<file path="config.mk">
export PLATFORM = sky130hd
export DESIGN_NAME = revelar_celdas
export DESIGN_NICKNAME = d
export VERILOG_FILES = /design/src/rtl/minas_pkg.sv /design/src/rtl/pila_celdas.sv /design/src/rtl/revelar_celdas.sv
export SDC_FILE = /design/constraint.sdc
export NUM_CORES = 1
export LEC_CHECK = 0
export CORE_MARGIN = 4
export CORE_UTILIZATION = 56
export DETAILED_ROUTE_END_ITERATION = 6
export PLACE_DENSITY = 0.91
export SETUP_SLACK_MARGIN = 0.05
export SYNTH_ARGS = -nofsm -noshare
export SYNTH_HDL_FRONTEND = slang
export SYNTH_SLANG_ARGS = --single-unit
</file>
<file path="constraint.sdc">
create_clock -name clk_i -period 6.42 [get_ports clk_i]
set_clock_uncertainty 0.15 [all_clocks]
set_input_delay 1.284 -clock clk_i [delete_from_list [all_inputs] [get_ports clk_i]]
set_output_delay 1.284 -clock clk_i [all_outputs]
set_load 0.005 [all_outputs]
</file>
<file path="src/rtl/minas_pkg.sv">
// Shared types and constants for the minesweeper play engine: grid geometry,
// game/FSM state encodings, the neighbour walk order and cell indexing.
package minas_pkg;

   localparam int N      = 8;
   localparam int CONT_W = 3;
   localparam int CELDAS = N * N;
   localparam int FILA_W = $clog2(N);
   localparam int IDX_W  = 2 * FILA_W;

   typedef enum logic [1:0] {
      ESPERA  = 2'd0,
      JUGANDO = 2'd1,
      PERDIDO = 2'd2,
      GANADO  = 2'd3
   } estado_t;

   typedef enum logic [2:0] {
      IDLE   = 3'd0,
      CHECK  = 3'd1,
      POP    = 3'd2,
      VECINO = 3'd3,
      VERIF  = 3'd4,
      FIN    = 3'd5
   } fsm_t;

   // Neighbour offsets walked in the order NW, N, NE, W, E, SW, S, SE.
   localparam logic signed [1:0] DFILA [8] =
      '{-2'sd1, -2'sd1, -2'sd1, 2'sd0, 2'sd0, 2'sd1, 2'sd1, 2'sd1};
   localparam logic signed [1:0] DCOL  [8] =
      '{-2'sd1, 2'sd0, 2'sd1, -2'sd1, 2'sd1, -2'sd1, 2'sd0, 2'sd1};

   // Linear cell index: row-major, fila*N + col (N is a power of two).
   function automatic logic [IDX_W-1:0] idx(input logic [FILA_W-1:0] fila,
                                            input logic [FILA_W-1:0] col);
      return {fila, col};
   endfunction

endpackage

</file>
<file path="src/rtl/pila_celdas.sv">
// LIFO of cell indices used by the flood fill. The top of stack is read
// combinationally so a pop can hand the cell to the engine in the same cycle.
module pila_celdas
   import minas_pkg::*;
#(
   parameter int DEPTH = CELDAS,
   parameter int W     = IDX_W
) (
   input  logic         clk_i,
   input  logic         rst_i,
   input  logic         clr_i,
   input  logic         push_i,
   input  logic         pop_i,
   input  logic [W-1:0] din_i,
   output logic [W-1:0] dout_o,
   output logic         vacia_o
);

   localparam int AW = $clog2(DEPTH);

   logic [W-1:0] mem_q [DEPTH];
   logic [AW:0]  ptr_q, ptr_d;

   // Pointer update: clear wins, then push, then pop (never both at once).
   always_comb begin
      ptr_d = ptr_q;
      if (clr_i) begin
         ptr_d = '0;
      end else if (push_i) begin
         ptr_d = ptr_q + 1'b1;
      end else if (pop_i && (ptr_q != '0)) begin
         ptr_d = ptr_q - 1'b1;
      end
   end

   // Stack pointer register.
   always_ff @(posedge clk_i or posedge rst_i) begin
      if (rst_i) begin
         ptr_q <= '0;
      end else begin
         ptr_q <= ptr_d;
      end
   end

   // Storage; contents need no reset because the pointer defines validity.
   always_ff @(posedge clk_i) begin
      if (push_i && !clr_i) begin
         mem_q[ptr_q[AW-1:0]] <= din_i;
      end
   end

   assign dout_o  = mem_q[AW'(ptr_q - 1'b1)];
   assign vacia_o = (ptr_q == '0);

endmodule

</file>
<file path="src/rtl/revelar_celdas.sv">
// Minesweeper play engine: executes reveal / flag / new-game actions on the
// mine map, runs an iterative flood fill for zero-count cells through a LIFO,
// and tracks win/loss plus the reveal and flag masks for the display.
module revelar_celdas
   import minas_pkg::*;
#(
   parameter int N      = minas_pkg::N,
   parameter int CONT_W = minas_pkg::CONT_W
) (
   input  logic                     clk_i,
   input  logic                     rst_i,
   input  logic                     iniciar_i,
   input  logic                     btn_revelar_i,
   input  logic                     btn_bandera_i,
   input  logic [$clog2(N)-1:0]     cursor_fila_i,
   input  logic [$clog2(N)-1:0]     cursor_col_i,
   input  logic [N*N-1:0]           minas_i,
   input  logic [N*N*CONT_W-1:0]    conteos_i,
   output logic [N*N-1:0]           revelada_o,
   output logic [N*N-1:0]           bandera_o,
   output logic [1:0]               estado_o,
   output logic                     ocupado_o,
   output logic [$clog2(N*N):0]     celdas_reveladas_o
);

   localparam int C     = N * N;
   localparam int FW    = $clog2(N);
   localparam int IW    = 2 * FW;
   localparam int CNT_W = $clog2(C) + 1;

   fsm_t              fsm_q, fsm_d;
   estado_t           estado_q, estado_d;
   logic [C-1:0]      revelada_q, revelada_d;
   logic [C-1:0]      bandera_q, bandera_d;
   logic [CNT_W-1:0]  cuenta_q, cuenta_d;
   logic [IW-1:0]     cel_q, cel_d;
   logic [2:0]        k_q, k_d;

   logic              pila_push, pila_pop, pila_clr, pila_vacia;
   logic [IW-1:0]     pila_din, pila_dout;

   logic [C-1:0]      es_cero;
   logic [IW-1:0]     cursor_idx;
   logic [FW+1:0]     vec_fila, vec_col;
   logic              vec_en_rango;
   logic [IW-1:0]     vec_idx;

   // Per-cell "adjacency count is zero" flags.
   genvar gi;
   generate
      for (gi = 0; gi < C; gi++) begin : g_cero
         assign es_cero[gi] = (conteos_i[gi*CONT_W +: CONT_W] == '0);
      end
   endgenerate

   assign cursor_idx = idx(cursor_fila_i, cursor_col_i);

   // Current neighbour coordinates, two bits wider than a row so that a step
   // off either edge shows up in the top bits instead of wrapping.
   always_comb begin
      vec_fila = {2'b00, cel_q[IW-1:FW]} + {{FW{DFILA[k_q][1]}}, DFILA[k_q]};
      vec_col  = {2'b00, cel_q[FW-1:0]}  + {{FW{DCOL[k_q][1]}},  DCOL[k_q]};
      vec_en_rango = (vec_fila[FW+1:FW] == 2'b00) && (vec_col[FW+1:FW] == 2'b00);
      vec_idx  = {vec_fila[FW-1:0], vec_col[FW-1:0]};
   end

   pila_celdas #(
      .DEPTH (C),
      .W     (IW)
   ) u_pila (
      .clk_i   (clk_i),
      .rst_i   (rst_i),
      .clr_i   (pila_clr),
      .push_i  (pila_push),
      .pop_i   (pila_pop),
      .din_i   (pila_din),
      .dout_o  (pila_dout),
      .vacia_o (pila_vacia)
   );

   // Next-state and datapath updates; a new game overrides everything.
   always_comb begin
      fsm_d      = fsm_q;
      estado_d   = estado_q;
      revelada_d = revelada_q;
      bandera_d  = bandera_q;
      cuenta_d   = cuenta_q;
      cel_d      = cel_q;
      k_d        = k_q;
      pila_push  = 1'b0;
      pila_pop   = 1'b0;
      pila_clr   = 1'b0;
      pila_din   = cel_q;

      if (iniciar_i) begin
         fsm_d      = IDLE;
         estado_d   = JUGANDO;
         revelada_d = '0;
         bandera_d  = '0;
         cuenta_d   = '0;
         pila_clr   = 1'b1;
      end else begin
         case (fsm_q)
            IDLE: begin
               if (estado_q == JUGANDO) begin
                  if (btn_revelar_i) begin
                     cel_d = cursor_idx;
                     fsm_d = CHECK;
                  end else if (btn_bandera_i && !revelada_q[cursor_idx]) begin
                     bandera_d[cursor_idx] = ~bandera_q[cursor_idx];
                  end
               end
            end
            CHECK: begin
               if (bandera_q[cel_q] || revelada_q[cel_q]) begin
                  fsm_d = IDLE;
               end else if (minas_i[cel_q]) begin
                  revelada_d = revelada_q | minas_i;
                  estado_d   = PERDIDO;
                  fsm_d      = FIN;
               end else begin
                  revelada_d[cel_q] = 1'b1;
                  cuenta_d          = cuenta_q + 1'b1;
                  if (es_cero[cel_q]) begin
                     pila_push = 1'b1;
                     fsm_d     = POP;
                  end else begin
                     fsm_d     = VERIF;
                  end
               end
            end
            POP: begin
               if (pila_vacia) begin
                  fsm_d = VERIF;
               end else begin
                  pila_pop = 1'b1;
                  cel_d    = pila_dout;
                  k_d      = 3'd0;
                  fsm_d    = VECINO;
               end
            end
            VECINO: begin
               pila_din = vec_idx;
               if (vec_en_rango && !revelada_q[vec_idx] && !bandera_q[vec_idx]) begin
                  revelada_d[vec_idx] = 1'b1;
                  cuenta_d            = cuenta_q + 1'b1;
                  pila_push           = es_cero[vec_idx];
               end
               if (k_q == 3'd7) begin
                  fsm_d = POP;
               end else begin
                  k_d = k_q + 3'd1;
               end
            end
            VERIF: begin
               if (&(revelada_q | minas_i)) begin
                  estado_d = GANADO;
                  fsm_d    = FIN;
               end else begin
                  fsm_d    = IDLE;
               end
            end
            FIN: begin
               fsm_d = FIN;
            end
            default: begin
               fsm_d = IDLE;
            end
         endcase
      end
   end

   // State registers.
   always_ff @(posedge clk_i or posedge rst_i) begin
      if (rst_i) begin
         fsm_q      <= IDLE;
         estado_q   <= ESPERA;
         revelada_q <= '0;
         bandera_q  <= '0;
         cuenta_q   <= '0;
         cel_q      <= '0;
         k_q        <= '0;
      end else begin
         fsm_q      <= fsm_d;
         estado_q   <= estado_d;
         revelada_q <= revelada_d;
         bandera_q  <= bandera_d;
         cuenta_q   <= cuenta_d;
         cel_q      <= cel_d;
         k_q        <= k_d;
      end
   end

   // Busy whenever a reveal is being processed.
   always_comb begin
      ocupado_o = (fsm_q == CHECK) || (fsm_q == POP) ||
                  (fsm_q == VECINO) || (fsm_q == VERIF);
   end

   assign revelada_o         = revelada_q;
   assign bandera_o          = bandera_q;
   assign estado_o           = estado_q;
   assign celdas_reveladas_o = cuenta_q;

endmodule

</file>
# Yosys cells after proc, flatten, opt, wreduce, memory -nomap -nowiden
# Memory sizes are Yosys's and may differ from the RTL's.
# Cells that the tools add are included.
[word_totals]
mem_count = 3
register_bits = 156
word_cells = 235
input_bits = 267
rom_bits = 32
ram_bits = 384
output_inout_bits = 138
[classes]
n_eq_ne = 20
order_cmp = 7
n_mux = 83
n_reduce_logical = 102
n_bitwise = 6
addsub = 6
[mem_list]
columns = ["memory", "depth", "width", "read_ports", "rd_clocked_by_memory_dff", "write_ports", "line", "source"]
rows = [
  ["u_pila.mem_q", 64, 6, 1, 0, 1, "pila_celdas.sv:21", "logic [W-1:0] mem_q [DEPTH];"],
  ["(no name shown)", 8, 2, 1, 0, 0, "revelar_celdas.sv:62", "vec_col = {2'b00, cel_q[FW-1:0]} + {{FW{DCOL[k_q][1]}}, DCOL[k_q]};"],
  ["(no name shown)", 8, 2, 1, 0, 0, "revelar_celdas.sv:61", "vec_fila = {2'b00, cel_q[IW-1:FW]} + {{FW{DFILA[k_q][1]}}, DFILA[k_q]};"],
]
[op_table]
columns = ["operator", "count"]
rows = [
  ["$mux W64", 9],
  ["$logic_not A3 Y1", 65],
  ["$or A64 B64 Y64", 3],
  ["$pmux W64 S2", 1],
  ["$bwmux W64", 1],
  ["$reduce_and A64 Y1", 1],
  ["$bmux W1 S6", 9],
  ["$mux W7", 7],
  ["$mux W3", 11],
  ["$mux W6", 5],
  ["$ne A3 B3 Y1 const B", 8],
  ["$mux W1", 23],
  ["$lt A6 B7 Y1 const B", 3],
  ["$demux W1 S6", 3],
  ["$ge A6 B1 Y1 const B", 3],
  ["$pmux W3 S6", 1],
  ["$mux W2", 8],
  ["$reduce_and A4 Y1", 4],
  ["$add A7 B1 Y7 const B", 2],
  ["$pmux W7 S2", 1],
  ["$pmux W6 S2", 1],
  ["$add A4 B2 Y5", 2],
  ["$ne A2 B2 Y1 const B", 5],
  ["$reduce_bool A2 Y1", 5],
  ["other kinds (21)", 43],
]

# Depth between registers and ports, before layout
# Gate-level depths: netlist of the first run.
[depth]
word_depth = 16
depth_mapped = 19
ltp_nobuf = 15

# Hierarchy
# A second synthesis of the first run with hierarchy kept.
[hier_totals]
cells_unflattened = 2532
hier_area_um2 = 29181.7
[by_module_without_submodules]
columns = ["mod", "n_inst", "area_each_um2", "cells_each", "seq_area_each_um2"]
rows = [
  ["pila_celdas", 1, 15864.0, 848, 11706.2],
  ["revelar_celdas", 1, 13317.8, 1684, 3728.6],
]

# Worst setup path after synthesis of the first run
# Ideal clock, no wire load.
[synth_path]
kind = "input to register"
from = "input port iniciar_i"
to = "memory u_pila.mem_q[0][0] in the netlist's numbering, data pin"
t_arrival_ns = 4.278
n_path_buf = 1
path_stages = 3
setup_ns = 0.702
t_required_ns = 5.568
path_slack_ns = 1.289
path_cell_list = "clkbuf_1 nor2_1 o21ai_0"
[synth_via]
elab_chain_cells = 1
[synth_lines]
columns = ["item", "line", "source"]
rows = [
  ["from (decl)", "revelar_celdas.sv:12", "input logic iniciar_i,"],
  ["$mux W6", "revelar_celdas.sv:95", "if (iniciar_i) begin"],
  ["via pila_din[0]", "revelar_celdas.sv:40", "logic [IW-1:0] pila_din, pila_dout;"],
  ["to (decl)", "pila_celdas.sv:21", ""],
]
# The timed path passes the listed nets, and every way through them passes these cells.

# Final worst setup path of the first run
[layout_path]
from = "register k_q[0]"
to = "memory u_pila.mem_q[27][0] in the netlist's numbering (enable)"
[layout_via]
elab_chain_cells = 16
elab_cells_between_ends = 28
classes_between = "2 x add/sub; 15 x mux; 1 x bitwise; 8 x reduce/logical; 2 x memory"
[layout_lines]
columns = ["item", "line", "source"]
rows = [
  ["from (decl)", "revelar_celdas.sv:37", "logic [2:0] k_q, k_d;"],
  ["from (signal assigned)", "revelar_celdas.sv:190", "k_q <= k_d;"],
  ["$not A3 Y4 (not written as such) (*)", "revelar_celdas.sv:61, revelar_celdas.sv:62", ""],
  ["$mem_v2 Z8 W2 (on tied branches)", "-", ""],
  ["$mux W2 (on tied branches) (2 in a row)", "revelar_celdas.sv:62, revelar_celdas.sv:61", ""],
  ["$add A4 B2 Y5 (on tied branches)", "revelar_celdas.sv:62, revelar_celdas.sv:61", ""],
  ["$bmux W1 S6", "revelar_celdas.sv:144", "if (vec_en_rango && !revelada_q[vec_idx] && !bandera_q[vec_idx]) begin"],
  ["$mux W1 (not written as such)", "revelar_celdas.sv:144", ""],
  ["$logic_not A1 Y1", "revelar_celdas.sv:144", ""],
  ["$logic_and A1 B1 Y1 (2 in a row)", "revelar_celdas.sv:144", ""],
  ["$mux W1 (*)", "revelar_celdas.sv:144", ""],
  ["$pmux W1 S2 (*)", "revelar_celdas.sv:103", "case (fsm_q)"],
  ["$mux W1 (*)", "revelar_celdas.sv:95", ""],
  ["$logic_and A1 B1 Y1 (*)", "pila_celdas.sv:47", "if (push_i && !clr_i) begin"],
  ["$mux W1 (*)", "pila_celdas.sv:47", ""],
  ["$mux W1 (not written as such) (*)", "pila_celdas.sv:48", "mem_q[ptr_q[AW-1:0]] <= din_i;"],
]
# Every way passes the cells marked *; elsewhere a longest branch is shown, timed or not. The select of a mux whose other input is x is not followed.

==> impl_metrics.csv, run 1 <==
group,metric,value,unit
sta,worst_slack,175.8,ps
power_and_ir_drop,p_leak,12.42,nW
cts,path_clk_slew,70,ps
critical_path,worst-setup-path-type,"flop to flop",
floorplan,die_h,235.9,µm
critical_path,timing.rr.start,"k_q[0]$_DFFE_PP0P_",
global_routing,grt_max_degree,85,
floorplan,die_w,235.9,µm
layout,final_util,69.66,%
global_routing,grt_pass1_wl,199.4,mm
layout,drive_gt1_share,14.31,%
global_routing,grt_pass1_vias,25794,
sta,drv_slew,0,
place,dpl.hpwl,96.22,mm
place,place_congestion,1.053,
floorplan,num_rows,83,
sta,finalHoldViolCount,0,
floorplan,core-area,51410,µm²
power_and_ir_drop,power_density,439.1,nW/µm²
global_routing,overflow,0,
sta,whs,432.2,ps
routing,drt_iter0_markers,5424,
logic_synthesis,ys_top_cells_by_count,"edfxtp_1 (384), nor2_1 (316), dfrtp_1 (156)",
logic_synthesis,synthFlopType,"edfxtp_1",
power_and_ir_drop,peakVddDrop,0.4846,mV
flow_run,maxCapViolCount,0,
logic_synthesis,yosysTopAreaCell,"edfxtp_1",
routing,post_drt_wl_per_cell,40.25,µm
cts,cts_tree,"built",
critical_path,startpoint_type,"flop",
logic_synthesis,synth.area.top_cells,"edfxtp_1 (40%), dfrtp_1 (13%), mux4_2 (10%), mux2i_1 (4.7%), nor2_1 (4.1%)",
critical_path,end_kind,"flop",
global_routing,antenna_found_initial,4,
global_routing,grt_use_met2,70.06,%
critical_path,rr_endpoint,"u_pila.mem_q[27][0]$_DFFE_PP_",
cts,clk_latency,650,ps
cts,cts_made_buffers,52,
hold_path,hold_depth,2,
global_routing,track_usage,49.48,%
status,status,"finished, violations left",
floorplan,ios,405,
routing,vias,27134,
logic_synthesis,synth_nets,2737,
logic_synthesis,syn_avg_cell_area,11.87,µm²
logic_synthesis,synthCells,2451,
power_and_ir_drop,p_total,0.01572,W
routing,avgViaCountPerCell,7.691,
logic_synthesis,synth_top_cell_area_share,39.63,%
place,numPortBuffers,404,
cts,clock_sinks,540,
routing,ant_nets,0,
place,place_ws,-41.62,ps
global_routing,use_met1,65.70,%
sta,finalSetupViolations,0,
hold_path,min_path_type,"flop to flop",
sta,fin_crit_sh,97.26,%
cts,clockBufferDepth,3,
logic_synthesis,synth.yosys.warnings,0,
sta,slew_headroom,10.14,%
sta,post-route-min-period,6244,ps
logic_synthesis,synth.most_common_cell,"edfxtp_1",
critical_path,cp.required,6520,ps
cts,root_buffer,"clkbuf_16",
logic_synthesis,synth_cell_types,85,
sta,rsz0062_at_grt,"true",
layout,area_delta_synth_final,23.07,%
critical_path,ff2ff_setup_slack,180,ps
logic_synthesis,async_flop_share,28.89,%
critical_path,rr_worst_depth,17,
logic_synthesis,syn_area,29100,µm²
routing,routed_wirelength,142.0,mm
floorplan,start_util,56.60,%
layout,num-nets-final,3086,
routing,firstDrtPassIters,7,
sta,max_clock_freq,0.1601,GHz
global_routing,grt_use_met3,19.49,%
status,violations,"design-rule violations",
global_routing,grt_busiest_layer,"met2",
floorplan,dieArea,55670,µm²
hold_path,min_from,"k_q[1]$_DFFE_PP0P_",
critical_path,worst-path-max-fanout,12,
logic_synthesis,seq_area_frac_synth,53.05,%
hold_path,hold_end,"k_q[1]$_DFFE_PP0P_",
logic_synthesis,synth_edf_count,384,
cts,hold_buffers,0,
sta,worst-slew-pin-transition,1345,ps
cts,htree_levels,2,
routing,remaining_drc_errors,5,
logic_synthesis,synth-seq-cells,540,
critical_path,cp.arrival,6350,ps
-- layout make-up --
cell class | count | area (µm²)
diodes | 4 | 10.01
multi-input cells | 1687 | 12970
clock buffers | 67 | 1398
flip-flops and latches | 540 | 15440
clock inverters | 31 | 342.8
inverters | 34 | 132.6
repair buffers | 485 | 4659
fillers | 3374 | 15600
well taps | 680 | 850.8
-- flip-flops by register name (all words and copies together), names as in the netlist --
name and cells:
k_q 3, revelada_o 64, fsm_q 3, u_pila.ptr_q 7, estado_o 2, bandera_o 64, celdas_reveladas_o 7, u_pila.mem_q 384
cel_q 6
-- through the flow --
step                      instances  TNS [ps]  instance area, µm²
after floorplan                2451         0               29100
after global placement         3421         0               33890
after detailed placement       3421    -980.4               33890
after CTS                      3520         0               35700
after global routing           3524         0               35800
final                          3528         0               35810
-- how the worst max path moves through the flow --
stage,from,to,cells past startpoint
floorplan,rst_i,bandera_o[0]$_DFFE_PP0P_,1
global placement,k_q[0]$_DFFE_PP0P_,u_pila.mem_q[37][1]$_DFFE_PP_,15
detailed placement,k_q[0]$_DFFE_PP0P_,u_pila.mem_q[7][0]$_DFFE_PP_,16
CTS,k_q[0]$_DFFE_PP0P_,u_pila.mem_q[16][3]$_DFFE_PP_,15
global route,k_q[0]$_DFFE_PP0P_,u_pila.mem_q[27][0]$_DFFE_PP_,17
finish,k_q[0]$_DFFE_PP0P_,u_pila.mem_q[27][0]$_DFFE_PP_,17
-- routing by layer --
| metal | share of wire, % | routed length (µm) |
|---|---|---|
| met1 | 34 | 48730 |
| met2 | 42 | 58990 |
| met3 | 16 | 23170 |
| met4 | 7.8 | 11050 |
| met5 | 0.034 | 48 |
-- cells by family (layout without fill, tap and decap cells) --
logic type | after synthesis | in the layout | share of synthesized area (%)
DFF | 540 | 540 | 53.05
adders and majority gates | 19 | 19 | 0.8428
muxes | 293 | 293 | 15.99
xor gates and xnor gates | 15 | 16 | 0.4773
and+or+nand+nor | 752 | 752 | 12.64
buffers and inverters | 225 | 617 | 3.251
AOI/OAI and AO/OA | 607 | 607 | 13.75
other | 0 | 4 | 0
-- cells in the final DEF (no fill, tap or decap), types with 13 or more instances in the layout --
master             n
inv_1             30
o22ai_1          131
clkbuf_16         52
o21ai_0           88
buf_4             80
ha_1              17
a31oi_1           13
mux2i_1          136
nand2b_1          14
nor3_1            91
dfrtp_1          153
clkdlybuf4s50_1  400
nor2b_1           97
mux4_2           134
nand2_1          101
a211oi_1          63
nand3b_1          15
edfxtp_1         384
nor2_1           278
mux2_2            20
nor4_1            13
a221oi_1          21
a21oi_1          125
o31ai_1           58
nand3_1           18
nor2_2            34
-- where the power goes --
part / total (W) / switching, W / internal (W)
clock network: 0.00326 / 0.00150 / 0.00176
registers: 0.00479 / 0.000550 / 0.00424
logic: 0.00768 / 0.00487 / 0.00281
total: 0.0157 / 0.00691 / 0.00881
-- timing repair --
| action | 4_1_cts | 5_1_grt |
|---|---|---|
| cloned | 1 | 0 |
| buffers inserted | 0 | 4 |
| endpoints found under the setup margin | 282 | 288 |
| pin swaps | 1 | 2 |
| gates resized for setup | 19 | 22 |
-- critical path: stages, from the launching register on --
cell and delay, ps:
dfrtp_1 470, inv_1 110, ha_1 340, a21oi_1 410, inv_1 110, fa_1 600
xor2_4 490, buf_4 270, mux2i_1 190, o211a_1 150, o32ai_1 100, a2111oi_1 420
o2111ai_2 450, o22ai_4 280, buf_12 170, buf_4 220, nand3_4 300, nor2_1 590
Note: power is estimated with default switching activity, not from simulation.
==> inputs of run 2 (changes only) <==
- ABC_CLOCK_PERIOD_IN_PS: default -> 6420
==> results of run 2 <==
The final DEF is identical to that of run 1; final timing and power are the same.
